**src/rtl/ahbl_uart_rx.sv**
```systemverilog
// AHB-Lite UART receiver: 16x oversampled 8N1 (8E1 with UART_RX_PARITY_EN), receive FIFO, level IRQ.
// Optional feature macro: UART_RX_PARITY_EN.
module ahbl_uart_rx #(
  parameter int FIFO_DEPTH = 8
) (
  input  logic        HCLK,
  input  logic        HRESETn,
  input  logic [31:0] HADDR,
  input  logic [1:0]  HTRANS,
  input  logic [2:0]  HSIZE,
  input  logic        HWRITE,
  input  logic        HREADY,
  input  logic        HSEL,
  input  logic [31:0] HWDATA,
  output logic        HREADYOUT,
  output logic [31:0] HRDATA,
  input  logic        rx,
  output logic        IRQ
);

  localparam int         AW      = (FIFO_DEPTH > 1) ? $clog2(FIFO_DEPTH) : 1;
  localparam logic [4:0] DEPTH_C = 5'(FIFO_DEPTH);

  localparam logic [2:0] S_IDLE   = 3'd0;
  localparam logic [2:0] S_START  = 3'd1;
  localparam logic [2:0] S_DATA   = 3'd2;
  localparam logic [2:0] S_PARITY = 3'd3;
  localparam logic [2:0] S_STOP   = 3'd4;

  logic        ap_valid;
  logic        ap_write;
  logic [1:0]  ap_sel;
  logic        rd_en;
  logic        wr_en;

  logic        en;
  logic        irqen;
  logic [3:0]  thresh;
  logic [15:0] bauddiv;

  logic        rx_m;
  logic        rx_s;
  logic [15:0] tcnt;
  logic        tick;

  logic [2:0]  state;
  logic [3:0]  sub;
  logic [2:0]  bitn;
  logic [7:0]  shreg;
  logic        bad;
  logic        push_req;
  logic        samp;

  logic [7:0]    mem [FIFO_DEPTH];
  logic [AW-1:0] wptr;
  logic [AW-1:0] rptr;
  logic [4:0]    count;
  logic          full;
  logic          ne;
  logic          pop;
  logic          push_ok;
  logic [7:0]    head;

  logic        ovr;
  logic        fe;
  logic        pe;
  logic        ovr_set;
  logic        fe_set;
  logic        st_wr;
  logic [3:0]  thr_eff;
  logic [31:0] rdata;
  logic        unused_ok;

  assign unused_ok = ^{HADDR[31:4], HADDR[1:0], HTRANS[0], HSIZE, HWDATA[31:16]};

  // Address phase capture; register access happens in the following data phase.
  always_ff @(posedge HCLK or negedge HRESETn) begin
    if (!HRESETn) begin
      ap_valid <= 1'b0;
      ap_write <= 1'b0;
      ap_sel   <= 2'd0;
    end else begin
      ap_valid <= HSEL & HREADY & HTRANS[1];
      if (HSEL & HREADY & HTRANS[1]) begin
        ap_write <= HWRITE;
        ap_sel   <= HADDR[3:2];
      end
    end
  end

  assign rd_en = ap_valid & ~ap_write;
  assign wr_en = ap_valid &  ap_write;
  assign st_wr = wr_en & (ap_sel == 2'd1);

  always_ff @(posedge HCLK or negedge HRESETn) begin
    if (!HRESETn) begin
      en      <= 1'b0;
      irqen   <= 1'b0;
      thresh  <= 4'd0;
      bauddiv <= 16'd0;
    end else if (wr_en) begin
      if (ap_sel == 2'd2) begin
        en     <= HWDATA[0];
        irqen  <= HWDATA[1];
        thresh <= HWDATA[7:4];
      end
      if (ap_sel == 2'd3) bauddiv <= HWDATA[15:0];
    end
  end

  always_ff @(posedge HCLK or negedge HRESETn) begin
    if (!HRESETn) begin
      rx_m <= 1'b1;
      rx_s <= 1'b1;
    end else begin
      rx_m <= rx;
      rx_s <= rx_m;
    end
  end

  // >= lets a reduced BAUDDIV take effect at once instead of waiting for a 16-bit wrap.
  assign tick = en & (tcnt >= bauddiv);

  always_ff @(posedge HCLK or negedge HRESETn) begin
    if (!HRESETn)   tcnt <= 16'd0;
    else if (!en)   tcnt <= 16'd0;
    else if (tick)  tcnt <= 16'd0;
    else            tcnt <= tcnt + 16'd1;
  end

  assign samp = tick & (sub == 4'd15);

  always_ff @(posedge HCLK or negedge HRESETn) begin
    if (!HRESETn) begin
      state    <= S_IDLE;
      sub      <= 4'd0;
      bitn     <= 3'd0;
      shreg    <= 8'd0;
      bad      <= 1'b0;
      push_req <= 1'b0;
    end else begin
      push_req <= 1'b0;
      if (!en) begin
        state <= S_IDLE;
      end else if (tick) begin
        case (state)
          S_IDLE: begin
            if (!rx_s) begin
              state <= S_START;
              sub   <= 4'd0;
            end
          end
          S_START: begin
            sub <= sub + 4'd1;
            if (sub == 4'd7) begin
              if (!rx_s) begin
                state <= S_DATA;
                sub   <= 4'd0;
                bitn  <= 3'd0;
                bad   <= 1'b0;
              end else begin
                state <= S_IDLE;
              end
            end
          end
          S_DATA: begin
            sub <= sub + 4'd1;
            if (sub == 4'd15) begin
              shreg <= {rx_s, shreg[7:1]};
              bitn  <= bitn + 3'd1;
              if (bitn == 3'd7) begin
`ifdef UART_RX_PARITY_EN
                state <= S_PARITY;
`else
                state <= S_STOP;
`endif
              end
            end
          end
`ifdef UART_RX_PARITY_EN
          S_PARITY: begin
            sub <= sub + 4'd1;
            if (sub == 4'd15) begin
              if (rx_s != ^shreg) bad <= 1'b1;
              state <= S_STOP;
            end
          end
`endif
          S_STOP: begin
            sub <= sub + 4'd1;
            if (sub == 4'd15) begin
              if (rx_s & ~bad) push_req <= 1'b1;
              state <= S_IDLE;
            end
          end
          default: state <= S_IDLE;
        endcase
      end
    end
  end

  assign fe_set = (state == S_STOP) & samp & ~rx_s;

  assign full    = (count == DEPTH_C);
  assign ne      = (count != 5'd0);
  assign pop     = rd_en & (ap_sel == 2'd0) & ne;
  assign push_ok = push_req & (~full | pop);
  assign ovr_set = push_req & full & ~pop;
  assign head    = ne ? mem[rptr] : 8'h00;

  always_ff @(posedge HCLK) begin
    if (push_ok) mem[wptr] <= shreg;
  end

  always_ff @(posedge HCLK or negedge HRESETn) begin
    if (!HRESETn) begin
      wptr  <= '0;
      rptr  <= '0;
      count <= 5'd0;
    end else begin
      if (push_ok) wptr <= wptr + 1'b1;
      if (pop)     rptr <= rptr + 1'b1;
      count <= count + {4'd0, push_ok} - {4'd0, pop};
    end
  end

  always_ff @(posedge HCLK or negedge HRESETn) begin
    if (!HRESETn) begin
      ovr <= 1'b0;
      fe  <= 1'b0;
    end else begin
      if (ovr_set)                 ovr <= 1'b1;
      else if (st_wr && HWDATA[2]) ovr <= 1'b0;
      if (fe_set)                  fe  <= 1'b1;
      else if (st_wr && HWDATA[3]) fe  <= 1'b0;
    end
  end

`ifdef UART_RX_PARITY_EN
  logic pe_set;
  assign pe_set = (state == S_PARITY) & samp & (rx_s != ^shreg);

  always_ff @(posedge HCLK or negedge HRESETn) begin
    if (!HRESETn)                pe <= 1'b0;
    else if (pe_set)             pe <= 1'b1;
    else if (st_wr && HWDATA[4]) pe <= 1'b0;
  end
`else
  assign pe = 1'b0;
`endif

  always_comb begin
    rdata = '0;
    if (rd_en) begin
      case (ap_sel)
        2'd0:    rdata = {24'd0, head};
        2'd1:    rdata = {19'd0, count, 3'd0, pe, fe, ovr, full, ne};
        2'd2:    rdata = {24'd0, thresh, 2'd0, irqen, en};
        default: rdata = {16'd0, bauddiv};
      endcase
    end
  end

  assign HRDATA    = rdata;
  assign HREADYOUT = 1'b1;
  assign thr_eff   = (thresh == 4'd0) ? 4'd1 : thresh;
  assign IRQ       = irqen & (count >= {1'b0, thr_eff});

endmodule

```
**config.mk**
```make
export PLATFORM = sky130hd
export DESIGN_NAME = ahbl_uart_rx
export DESIGN_NICKNAME = d
export VERILOG_FILES = /design/src/rtl/ahbl_uart_rx.sv
export SDC_FILE = /design/constraint.sdc
export NUM_CORES = 1
export LEC_CHECK = 0
export ABC_CLOCK_PERIOD_IN_PS = 6100
export BUFFER_PORTS_ARGS = -buffer_cell sky130_fd_sc_hd__buf_2
export CORE_MARGIN = 5
export CORE_UTILIZATION = 61
export DETAILED_ROUTE_END_ITERATION = 6
export GPL_TIMING_DRIVEN = 0
export PLACE_DENSITY = 0.85
export SETUP_SLACK_MARGIN = 0.5
export SLEW_MARGIN = 20
export SYNTH_ARGS = -nofsm -noshare
export SYNTH_HDL_FRONTEND = slang
export SYNTH_SLANG_ARGS = --single-unit
```
**constraint.sdc**
```tcl
create_clock -name HCLK -period 6.1 [get_ports HCLK]
set_clock_uncertainty 0.1 [all_clocks]
set_input_delay 0.305 -clock HCLK [delete_from_list [all_inputs] [get_ports HCLK]]
set_output_delay 0.305 -clock HCLK [all_outputs]
set_load 0.01 [all_outputs]
```
== Word-level counts from Yosys, hierarchy flattened ==
Memories as Yosys holds them, arrays and structs flattened.
Index checks and enable logic that the tools add are counted.
Word-level totals
  memories: 1
  memory bits (writable): 64
  output and inout port bits: 34
  flip-flop bits (word level): 76
  bits in latches: 0
  memory bits (read-only): 0
Operators by class
  magnitude comparators: 2
  mux-type cells: 34
  add/subtract/negate cells: 7
  multiply operators: 0
  shift operators: 0
  equal/unequal tests: 20
  reductions and logical operators: 17
  divide/modulo/power cells: 0
  bitwise logic cells: 20
Memories
  mem: words 8, bits a word 8, read ports 1, clocked after memory_dff 0, wr ports 1, line 54  | logic [7:0] mem [FIFO_DEPTH];
Operators with widths (number)
  16-bit 2-to-1 mux: 3
  16-bit one-hot mux with 3 select lines: 1
  3-bit 2-to-1 mux: 10
  16-bit by 1-bit adder with 16-bit output, second input constant: 1
  16-bit greater-or-equal comparator: 1
  4-bit 2-to-1 mux: 4
  1-bit AND: 15
  3-bit != test, second input constant: 5
  3-bit one-hot mux with 4 select lines: 1
  4-bit one-hot mux with 3 select lines: 1
  6-bit AND reduction: 2
  1-bit 2-to-1 mux: 11
  3-bit by 1-bit adder with 3-bit output, second input constant: 3
  8-bit 2-to-1 mux: 1
  2-bit != test, second input constant: 4
  4-bit AND reduction: 2
  3-bit == test, second input constant: 2
  3-bit one-hot mux with 2 select lines: 1
  2-bit nonzero test: 3
  5-bit by 1-bit adder with 5-bit output: 1
  5-bit by 4-bit == test with 1-bit output, second input constant: 1
  5-bit by 4-bit greater-or-equal comparator with 1-bit output: 1
  5-bit nonzero test: 1
  5-bit by 1-bit subtractor with 5-bit output: 1
  18 further kinds: 24

== Longest topological paths before layout ==
  depth after elaboration: 8
  depth in mapped cells: 14
  mapped depth without buffers: 14

== Least setup slack after synthesis ==
OpenSTA, ideal clock, no wires.
  kind: reg2reg
  start: register count[2]
  end: memory mem[0][0] (enable)
  cell stages (with the launch flop): 8
  setup slack: 3.397 ns
  data arrival time: 2.219 ns
  buffers on the path: 0
  required time: 5.617 ns
  library setup time: 0.383 ns
  cells stage by stage: dfrtp_1 -> inv_1 -> ha_1 -> a211oi_2 -> and2_1 -> o21a_1 -> nand2b_1 -> nor3_1
Between the ends
  word-level cells in the longest chain between the ends: 6
RTL lines
  start: declaration: line 57  | logic [4:0] count;
  start signal: assignment: line 223  | count <= count + {4'd0, push_ok} - {4'd0, pop};
  5-bit nonzero test / 5-bit by 4-bit == test with 1-bit output (equally long branches): line 205, 204
  1-bit AND / 1-bit NOT (equally long branches): line 206, 207
  1-bit OR (*): line 207  | assign push_ok = push_req & (~full | pop);
  1-bit AND (*): line 207
  1-bit 2-to-1 mux (*): line 212  | if (push_ok) mem[wptr] <= shreg;
  1-bit 2-to-1 mux (implied by the code) (*): line 212
  end: declaration: line 54
Every way passes the cells marked *; elsewhere a longest branch is shown, timed or not.

== Worst setup path after layout ==
  start: register rptr[1]
  end: output HRDATA[3]
Between the ends
  word-level cells in the longest chain between the ends: 4
RTL lines
  start: declaration: line 56  | logic [AW-1:0] rptr;
  start signal: assignment: line 222  | if (pop) rptr <= rptr + 1'b1;
  memory 8 x 8 bit
  8-bit 2-to-1 mux: line 209  | assign head = ne ? mem[rptr] : 8'h00;
  16-bit one-hot mux with 3 select lines: line 255  | case (ap_sel)
  16-bit 2-to-1 mux: line 254  | if (rd_en) begin
  end: declaration: line 16  | output logic [31:0] HRDATA,
Every way passes these cells.

==> results.json <==
{
  "die_w_um": 116,
  "tightest_slew_ns": 0.879,
  "cts_tree": "built",
  "nNetsFinal": 726,
  "path_class": "reg -> out",
  "grt_usage": 0.247,
  "diodes": 0,
  "seq_power_share": 0.443,
  "dp_slack_ns": 2.91,
  "p_sw_uw": 642,
  "maxSlewViolCount": 0,
  "coreArea_um2": 10900,
  "die_h_um": 116,
  "finalHoldViolations": 0,
  "timing.final.ws_setup_ns": 2.63,
  "min_period_ns": 3.47,
  "cts_setup_buffers": 0,
  "power.share.switching": 0.256,
  "worstPathCellList": "clkbuf_1 -> clkbuf_1 -> mux4_2 -> mux2_2 -> a22oi_1 -> nor2_1 -> buf_2",
  "grt_max_degree": 40,
  "path_depth": 7,
  "worst_path_max_delay_cell": "clkbuf_1",
  "path_buf_inv": 3,
  "crit_required_ns": 5.69,
  "ys.warnings.count": 0,
  "synthArstFlopShare": 0.543,
  "holdWs_ns": 0.0133,
  "synth_edf_count": 64,
  "p_comb_frac": 0.129,
  "htreeDepth": 4,
  "clkTransAtPathRegs_ns": 0.06,
  "r2r_slack_ns": 2.84,
  "initial_utilization": 0.628,
  "peakVddDrop_mv": 0.239,
  "clk_path_buf_depth": 2,
  "port_buffers": 41,
  "p_int_mw": 1.86,
  "drv_cap": 0,
  "cts_root_buf": "clkbuf_16",
  "syn_area_um2": 6860,
  "first_iter_violations": 471,
  "firstDrtPassIters": 5,
  "rsz0062_at_grt": "no",
  "max_stage_delay_ns": 0.59,
  "ant_nets": 0,
  "vias": 4609,
  "clk_latency_ns": 0.43,
  "start_kind": "flip-flop",
  "path_max_fanout": 10,
  "pin_count": 109,
  "period_share": 0.570,
  "grt-ovfl-total": 0,
  "die_area_um2": 13500,
  "syn_area_per_cell_um2": 12.7,
  "synth_top_cell_by_area": "edfxtp_1",
  "r2r-end": "mem[4][4]$_DFFE_PP_",
  "rr_startpoint": "count[2]$_DFF_PN0_",
  "dp_hpwl_um": 10900,
  "grt_pass1_vias": 4744,
  "crit_top_cell": "clkbuf_1",
  "fp-row-count": 38,
  "cts_buffers": 17,
  "antenna_found_initial": 0,
  "synth_ff_type": "dfrtp_1",
  "synth_top_area_frac": 0.280,
  "whs_path_depth": 2,
  "rr_worst_depth": 7,
  "drt_wl_total_um": 15500,
  "gp_congestion": 0.893,
  "cp-end-kind": "output port",
  "clock.fmax_ghz": 0.288,
  "status": "complete, no violations",
  "drc": 0,
  "vias_per_cell": 5.98,
  "final_layout_size_suffix_gt1_frac": 0.266,
  "syn_inst": 540,
  "synthTopCellsByCount": "74 x dfrtp_1, 64 x edfxtp_1, 40 x nor2_1",
  "setup-violations-final": 0,
  "cts_num_sinks": 140,
  "hp-start": "HWDATA[9]",
  "leakagePower_nw": 3.27,
  "powerDensity_nw_per_um2": 314,
  "worstPathArrival_ns": 3.07,
  "p_clk_frac": 0.428,
  "area_growth_syn_to_layout_pct": 16.1,
  "grt_pass1_wl_um": 24500,
  "synth_seq_area_share": 0.557,
  "synth_cell_types": 51,
  "ys_ff_latch": 140,
  "min_to": "bauddiv[9]$_DFFE_PN0P_",
  "tns_ns": 0,
  "timing.slew.headroom": 0.412,
  "synth_most_common_cell": "dfrtp_1",
  "critPathTopFamily": "buffers and inverters",
  "synthTopCellsByArea": "edfxtp_1 28%, dfrtp_1 27%, mux2_2 6.2%",
  "avgRoutedWirePerCell_um": 20.1,
  "hp-class": "in -> reg"
}
## worst register-to-register path: stages (launching register included)
cell	delay [ns]
dfrtp_1	0.43
inv_1	0.12
ha_1	0.27
a211oi_2	0.51
and2_1	0.28
o21a_1	0.29
nand2b_1	0.17
nor2_1	0.71
## registers in the layout, indices dropped and copies added (netlist names), 4 cells and up
register  flops
mem          64
tcnt         16
count         5
shreg         8
sub           4
thresh        4
bauddiv      16
## logic make-up (layout without fill, tap and decap cells)
family,after synthesis,count (layout),share of synthesized area
compound gates,56,56,0.0538
other cells,2,17,0.00109
buf+inv,71,147,0.0496
xor+xnor,22,22,0.0281
fa+ha+maj,33,33,0.0612
flops,140,140,0.557
mux,72,72,0.147
simple gates,144,144,0.102
## final cells by class
class                           count  area, µm²
Fill cell                         681       2960
Inverter                           36        135
Multi-Input combinational cell    344       2760
Buffer                             35        205
Timing Repair Buffer               44        248
Clock buffer                       21        460
Clock inverter                     11        158
Tap cell                          140        175
Sequential cell                   140       3830
## worst max-delay path by stage
stage                        start             endpoint  slack [ns]
5_1_grt        rptr[1]$_DFFE_PN0P_            HRDATA[3]        2.51
2_1_floorplan   count[2]$_DFF_PN0_  mem[0][0]$_DFFE_PP_        3.40
3_3_place_gp    count[2]$_DFF_PN0_  mem[0][0]$_DFFE_PP_        2.65
4_1_cts        rptr[1]$_DFFE_PN0P_            HRDATA[3]        2.70
3_5_place_dp    count[2]$_DFF_PN0_  mem[4][4]$_DFFE_PP_        2.91
6_report       rptr[1]$_DFFE_PN0P_            HRDATA[3]        2.63
## through the flow
step | utilization | cell area [µm²] | instances | power (mW)
4_1_cts | 0.729 | 7970 | 771 | 2.50
3_5_place_dp | 0.671 | 7330 | 737 | 1.44
5_1_grt | 0.729 | 7970 | 771 | 2.60
3_3_place_gp | 0.668 | 7300 | 736 | 1.41
2_1_floorplan | - | 6920 | 555 | 1.33
6_report | 0.729 | 7970 | 771 | 2.51
## per-layer routing
| metal | global-route usage | vias up | share of wire | wire (µm) |
|---|---|---|---|---|
| met3 | 0.0726 | 45 | 0.088 | 1360 |
| met2 | 0.411 | 207 | 0.50 | 7740 |
| met1 | 0.306 | 2289 | 0.38 | 5900 |
| met4 | 0.0967 | 0 | 0.031 | 477 |
| met5 | 0 | - | 0 | 0 |
| li1 | - | 2068 | - | - |
## what timing repair did
action,CTS,global route
resized for setup,0,0
endpoints found under the setup margin,0,0
hold buffers,2,0
hold endpoints to repair,38,0
## power by group through the flow
stage | combinational (mW) | clock [mW] | sequential [mW]
after floorplan | 0.223 | 0 | 1.10
after global placement | 0.286 | 0 | 1.12
after detailed placement | 0.312 | 0 | 1.13
after CTS | 0.319 | 1.08 | 1.11
after global routing | 0.359 | 1.13 | 1.12
final | 0.323 | 1.07 | 1.11
## cells in the final DEF (no fill, tap or decap), drive strengths merged, types with 4 or more instances in the layout
master | synthesis | layout
a21o | 5 | 5
a21oi | 10 | 10
a22oi | 6 | 6
and3 | 5 | 5
buf | 23 | 65
clkbuf | 12 | 33
clkinv | 0 | 4
conb | 2 | 17
dfrtp | 74 | 74
edfxtp | 64 | 64
ha | 32 | 32
inv | 36 | 40
mux2 | 46 | 46
mux2i | 10 | 10
mux4 | 16 | 16
nand2 | 38 | 38
nand2b | 10 | 10
nand3 | 15 | 15
nand4 | 5 | 5
nor2 | 40 | 40
nor2b | 4 | 4
nor3 | 12 | 12
o21ai | 18 | 18
xnor2 | 10 | 10
xor2 | 12 | 12
Power figures use the tool's default switching activity.
